**src/rtl/udcount_mc.sv**
```systemverilog
// udcount_mc: NCH independent WIDTH-bit up/down counters behind one active-low
// chip-select register bus, with per-channel limits and wrap/stop/bounce modes.
module udcount_mc #(
  parameter int WIDTH = 8,
  parameter int NCH   = 4,
  parameter int CHW   = (NCH > 1) ? $clog2(NCH) : 1
) (
  input  logic                 clk,
  input  logic                 rst,
  input  logic                 start,
  input  logic [CHW+1:0]       a,
  input  logic                 ncs,
  input  logic                 nwr,
  input  logic                 nrd,
  input  logic [WIDTH-1:0]     din,
  output logic [WIDTH-1:0]     dout,
  output logic                 err,
  output logic [NCH-1:0]       ec,
  output logic [NCH-1:0]       dir,
  output logic [NCH*WIDTH-1:0] count
);

  localparam int             NSLOT       = 1 << CHW;
  localparam logic [CHW:0]   NCH_L       = (CHW+1)'(NCH);
  localparam logic [1:0]     REG_CTRL    = 2'd0;
  localparam logic [1:0]     REG_LOAD    = 2'd1;
  localparam logic [1:0]     REG_LIMIT   = 2'd2;
  localparam logic [1:0]     REG_COUNT   = 2'd3;
  localparam logic [1:0]     MODE_WRAP   = 2'b00;
  localparam logic [1:0]     MODE_STOP   = 2'b01;
  localparam logic [1:0]     MODE_BOUNCE = 2'b10;
  localparam logic [1:0]     MODE_BAD    = 2'b11;
  localparam logic [WIDTH-1:0] ZERO_W    = {WIDTH{1'b0}};
  localparam logic [WIDTH-1:0] ONES_W    = {WIDTH{1'b1}};
  localparam logic [WIDTH-1:0] ONE_W     = {{(WIDTH-1){1'b0}}, 1'b1};

  logic [WIDTH-1:0] count_r [NCH];
  logic [WIDTH-1:0] load_r  [NCH];
  logic [WIDTH-1:0] limit_r [NCH];
  logic [1:0]       mode_r  [NCH];
  logic [NCH-1:0]   en_r, cdir_r, edir_r, ec_r;
  logic [WIDTH-1:0] dout_r;
  logic             err_r;

  logic [WIDTH-1:0] count_s [NCH];
  logic [WIDTH-1:0] load_s  [NCH];
  logic [WIDTH-1:0] limit_s [NCH];
  logic [1:0]       mode_s  [NCH];
  logic [NCH-1:0]   en_s, cdir_s, edir_s, ec_s;

  logic             wr_s, rd_s, both_s, ch_ok_s, illegal_s, wr_ok_s, rd_ok_s;
  logic [CHW-1:0]   ch_s;
  logic [1:0]       rsel_s;
  logic [WIDTH-1:0] slot_s [NSLOT];
  logic [WIDTH-1:0] rdata_s;

  // Bus strobe decode and illegal-access classification
  always_comb begin
    wr_s      = ~ncs & ~nwr & nrd;
    rd_s      = ~ncs & nwr & ~nrd;
    both_s    = ~ncs & ~nwr & ~nrd;
    ch_s      = a[CHW+1:2];
    rsel_s    = a[1:0];
    ch_ok_s   = ({1'b0, ch_s} < NCH_L);
    illegal_s = both_s
              | ((wr_s | rd_s) & ~ch_ok_s)
              | (wr_s & (rsel_s == REG_COUNT))
              | (wr_s & (rsel_s == REG_CTRL) & (din[3:2] == MODE_BAD));
    wr_ok_s   = wr_s & ~illegal_s;
    rd_ok_s   = rd_s & ~illegal_s;
  end

  // Read-data mux; slots beyond NCH stay zero so an out-of-range index is harmless
  always_comb begin
    for (int i = 0; i < NSLOT; i++) begin
      slot_s[i] = ZERO_W;
    end
    for (int i = 0; i < NCH; i++) begin
      case (rsel_s)
        REG_CTRL:  slot_s[i] = {{(WIDTH-4){1'b0}}, mode_r[i], cdir_r[i], en_r[i]};
        REG_LOAD:  slot_s[i] = load_r[i];
        REG_LIMIT: slot_s[i] = limit_r[i];
        REG_COUNT: slot_s[i] = count_r[i];
        default:   slot_s[i] = ZERO_W;
      endcase
    end
    rdata_s = rd_ok_s ? slot_s[ch_s] : ZERO_W;
  end

  // Per-channel next state: register writes, load command and one counting step
  always_comb begin
    logic             sel_v, ctrl_wr_v, en_v, edir_v, moved_v;
    logic [1:0]       mode_v;
    logic [WIDTH-1:0] term_v, up_v, dn_v;
    for (int i = 0; i < NCH; i++) begin
      sel_v      = wr_ok_s && (ch_s == CHW'(i));
      ctrl_wr_v  = sel_v && (rsel_s == REG_CTRL);
      // A CTRL write is seen by the step of the same edge
      en_v       = ctrl_wr_v ? din[0]   : en_r[i];
      edir_v     = ctrl_wr_v ? din[1]   : edir_r[i];
      mode_v     = ctrl_wr_v ? din[3:2] : mode_r[i];
      en_s[i]    = en_v;
      mode_s[i]  = mode_v;
      cdir_s[i]  = ctrl_wr_v ? din[1] : cdir_r[i];
      load_s[i]  = (sel_v && (rsel_s == REG_LOAD))  ? din : load_r[i];
      limit_s[i] = (sel_v && (rsel_s == REG_LIMIT)) ? din : limit_r[i];
      term_v     = edir_v ? limit_r[i] : ZERO_W;
      up_v       = count_r[i] + ONE_W;
      dn_v       = count_r[i] - ONE_W;
      count_s[i] = count_r[i];
      edir_s[i]  = edir_v;
      moved_v    = 1'b0;
      if (ctrl_wr_v && din[4]) begin
        count_s[i] = load_r[i];
      end else if (start && en_v) begin
        moved_v = 1'b1;
        case (mode_v)
          MODE_WRAP: begin
            if (count_r[i] == term_v) begin
              count_s[i] = edir_v ? ZERO_W : limit_r[i];
            end else begin
              count_s[i] = edir_v ? up_v : dn_v;
            end
          end
          MODE_STOP: begin
            if (count_r[i] == term_v) begin
              count_s[i] = count_r[i];
              moved_v    = 1'b0;
            end else begin
              count_s[i] = edir_v ? up_v : dn_v;
            end
          end
          MODE_BOUNCE: begin
            // Sitting on the terminal without having stepped onto it: turn around now
            if (count_r[i] == term_v) begin
              count_s[i] = edir_v ? dn_v : up_v;
              edir_s[i]  = ~edir_v;
              moved_v    = 1'b0;
            end else begin
              count_s[i] = edir_v ? up_v : dn_v;
              edir_s[i]  = ((edir_v ? up_v : dn_v) == term_v) ? ~edir_v : edir_v;
            end
          end
          default: begin
            count_s[i] = count_r[i];
            moved_v    = 1'b0;
          end
        endcase
      end else begin
        count_s[i] = count_r[i];
      end
      ec_s[i] = moved_v && (count_s[i] == term_v);
    end
  end

  // State and output registers
  always_ff @(posedge clk or negedge rst) begin
    if (!rst) begin
      for (int i = 0; i < NCH; i++) begin
        count_r[i] <= ZERO_W;
        load_r[i]  <= ZERO_W;
        limit_r[i] <= ONES_W;
        mode_r[i]  <= MODE_WRAP;
      end
      en_r   <= {NCH{1'b0}};
      cdir_r <= {NCH{1'b0}};
      edir_r <= {NCH{1'b0}};
      ec_r   <= {NCH{1'b0}};
      dout_r <= ZERO_W;
      err_r  <= 1'b0;
    end else begin
      for (int i = 0; i < NCH; i++) begin
        count_r[i] <= count_s[i];
        load_r[i]  <= load_s[i];
        limit_r[i] <= limit_s[i];
        mode_r[i]  <= mode_s[i];
      end
      en_r   <= en_s;
      cdir_r <= cdir_s;
      edir_r <= edir_s;
      ec_r   <= ec_s;
      dout_r <= rdata_s;
      err_r  <= illegal_s;
    end
  end

  assign dout = dout_r;
  assign err  = err_r;
  assign ec   = ec_r;
  assign dir  = edir_r;

  for (genvar g = 0; g < NCH; g++) begin : g_flat
    assign count[g*WIDTH +: WIDTH] = count_r[g];
  end

endmodule
```
**config.mk**
```make
export PLATFORM = sky130hd
export DESIGN_NAME = udcount_mc
export DESIGN_NICKNAME = d
export VERILOG_FILES = /design/src/rtl/udcount_mc.sv
export SDC_FILE = /design/constraint.sdc
export NUM_CORES = 1
export LEC_CHECK = 0
export ABC_AREA = 1
export CAP_MARGIN = 20
export CORE_MARGIN = 2
export CORE_UTILIZATION = 30
export CTS_CLUSTER_DIAMETER = 80
export DETAILED_ROUTE_END_ITERATION = 10
export GPL_TIMING_DRIVEN = 1
export SYNTH_ARGS = -nofsm -noshare
export SYNTH_HDL_FRONTEND = slang
export SYNTH_SLANG_ARGS = --single-unit
```
**constraint.sdc**
```tcl
create_clock -name clk -period 3.2 [get_ports clk]
set_clock_uncertainty 0.05 [all_clocks]
set_input_delay 0.64 -clock clk [delete_from_list [all_inputs] [get_ports clk]]
set_output_delay 0.64 -clock clk [all_outputs]
set_load 0.02 [all_outputs]
```
==> out/metrics.yaml <==
yosys:
  synth_area_um2: 11100
  async_reset_ff_share_pct: 100
  synth.net_count: 1786
  ys.flop_type: "dfrtp_1"
  synth_cell_types: 45
  synth.largest_area_cell: "dfrtp_1"
  postSynthAreaPerCell_um2: 6.35
  synth_edf_count: 0
  ys_ff_latch: 129
  syn_inst: 1744
  ys_seq_area_share_pct: 29.5
  ys_top_cells_by_area: "dfrtp_1 22%, nand2_1 20%, nand3_1 8.8%, dfstp_2 7.6%, inv_1 6.3%"
  synth_common_cells: "595 x nand2_1, 194 x nand3_1, 185 x inv_1"
  yosysMostFrequentCell: "nand2_1"
  yosysWarnings: 0
  synth_top_area_share_pct: 21.9
sta:
  fin_ws_ps: 173
  post-route-period-util_pct: 94.6
  finalSetupViolations: 0
  tightest_slew_ps: 791
  whs_ps: 38.4
  finalSetupTns_ps: 0
  fmaxAchievable_ghz: 0.330
  period_needed_ps: 3030
  slew_headroom_pct: 45.9
  finalHoldViolCount: 0
  finalMaxSlewViolations: 0
cts:
  htree_levels: 4
  clk_pin_slew_ps: 70
  clock_latency_ps: 440
  cts_tree: "built"
  cts_buffer_depth: 2
  clock-sinks: 129
  cts_buffers: 17
  clock-root-buffer: "clkbuf_16"
  postCtsHoldBufs: 0
detailed_routing:
  vias: 12887
  dr.pass1.iters: 6
  drtIter0Drc: 1539
  drc: 0
  wl_per_cell_um: 17.2
  wl_mm: 43.4
  drtAntennaViolNets: 0
  viasPerCell: 5.12
critical_path:
  worstSetupEndpointType: "flop"
  crit_chain: "inv_1, ha_1, nand2_1, nor2_1, nand3_1, xor2_1, nand2_1, o21ai_1, xor2_1, nand3_1, nor4_1, nand2_1, a21oi_1, xor2_1"
  cp_top_family: "simple AND/OR/NAND/NOR gates"
  worstPathArrival_ps: 3340
  path_max_fanout: 6
  critPathRequiredTime_ps: 3510
  cpMaxStageDelayCell: "dfrtp_1"
  max_stage_delay_ps: 470
  critPathBufInv: 1
  crit_type: "reg2reg"
  critPathLaunchType: "flop"
placement:
  post-dp-hpwl_mm: 32.7
  gp_congestion: 0.980
  portBuffers: 66
  post-place-cells: 2459
  place_area_um2: 14000
  pre_cts_ws_ps: -797
pwr:
  power_mw: 13.3
  peakVddDrop_mv: 0.362
  power_density_nw_per_um2: 870
  p_leak_nw: 7.46
layout:
  fin_area_um2: 15300
  fillCellCount: 3746
  layout-drive-gt1-share_pct: 23.9
  finish.utilization_pct: 41.9
  area_delta_synth_final_pct: 38.2
  fin_nets: 2079
  fin_cells: 2519
flow_run:
  cap_violations: 0
die:
  rows: 70
  dieHeight_um: 196
  die_w_um: 196
  fp.coreArea_um2: 36500
  die_area_um2: 38500
  ioPinCount: 67
  initial_core_util_pct: 30.3
global_route:
  grt_usage_pct: 22.4
  grt_max_degree: 48
  gr-total-overflow: 0
  grt_pass1_vias: 12100
  antenna_found_initial: 0
  grt_pass1_wl_mm: 67.4
status:
  status: "complete, no violations"
hold_path:
  hp-class: "in2async"
[path summary, 6_finish.rpt]
path / slack (ps) / from / cells past startpoint / endpoint
worst max register to register: 170 / count[25]$_DFF_PN0_ / 14 / dir[3]$_DFF_PN0_
worst max-delay path: 170 / count[25]$_DFF_PN0_ / 14 / dir[3]$_DFF_PN0_
min in group clk: 430 / load_r[22]$_DFFE_PN0P_ / 2 / load_r[22]$_DFFE_PN0P_
worst min register to register: 430 / load_r[22]$_DFFE_PN0P_ / 2 / load_r[22]$_DFFE_PN0P_
max in group asynchronous: 2280 / rst / 2 / limit_r[22]$_DFFE_PN1P_
worst min-delay path: 40 / rst / 1 / count[29]$_DFF_PN0_
[routing by layer]
metal | wire (µm) | GRT usage [%] | up-vias
met2 | 19400 | 35.3 | 538
met5 | 0 | 0 | -
li1 | - | - | 6251
met4 | 1210 | 7.49 | 0
met3 | 3200 | 3.76 | 82
met1 | 19600 | 31.0 | 6016
[cell usage in the layout, fill, tap and decap left out, types with 7 or more instances in the layout]
cell type        count
a21oi_1             72
a221oi_1            10
buf_12               8
buf_4              251
buf_6               23
clkbuf_16           19
clkdlybuf4s50_1     55
dfrtp_1             97
dfstp_2             32
ha_1                23
inv_1              180
nand2_1            572
nand2_2             33
nand2_4              7
nand3_1            175
nand3_2             20
nand4_1             10
nor2_1              90
nor2_2               8
nor2_4              13
nor3_1              21
o21ai_0            119
o21ai_1             14
o221ai_1            15
o22ai_1              9
or2_2               20
xor2_1              55
[timing repair]
| action | in CTS | in global routing |
|---|---|---|
| gates cloned | 4 | 3 |
| resized for setup | 55 | 91 |
| endpoints found under the setup margin | 33 | 31 |
| pin swaps | 18 | 42 |
| setup buffers | 11 | 9 |
[flip-flops by register name, indices dropped and copies added, names as in the netlist]
name,flops
en_r,4
cdir_r,4
count,32
dir,4
mode_r,8
dout,8
load_r,32
limit_r,32
err,1
ec,4
[power breakdown]
part           internal, mW  total, mW  switching (mW)
logic                  3.75       8.58            4.83
clock network          1.33       2.21           0.876
registers              1.98       2.52           0.540
total                  7.07       13.3            6.25
[kinds of logic after synthesis]
group | count (synthesis) | synth area share, %
buffers and inverters | 270 | 10.0
adder cells (fa/ha/maj) | 24 | 2.71
AND/OR/NAND/NOR | 987 | 38.9
flip-flops | 129 | 29.5
XOR/XNOR | 61 | 4.82
multiplexers | 2 | 0.181
AO/OA/AOI/OAI | 271 | 13.9
[cell type report]
| class | instances | area (µm²) | area share (%) |
|---|---|---|---|
| diodes | 1 | 2.50 | 0.0163 |
| well taps | 468 | 586 | 3.82 |
| multi-input cells | 1346 | 7040 | 46.0 |
| clock inverters | 15 | 220 | 1.44 |
| flip-flops and latches | 129 | 3270 | 21.3 |
| inverters | 191 | 723 | 4.72 |
| clock buffers | 17 | 425 | 2.78 |
| repair buffers | 352 | 3040 | 19.9 |
[worst register-to-register path: stages (launching register included)]
cell and delay, ps:
dfrtp_1 470, inv_1 240, ha_1 230, nand2_1 60, nor2_1 290, nand3_1 150
xor2_1 200, nand2_1 80, o21ai_1 140, xor2_1 190, nand3_1 110, nor4_1 240
nand2_1 120, a21oi_1 210, xor2_1 170
(Power assumes the default switching activity.)
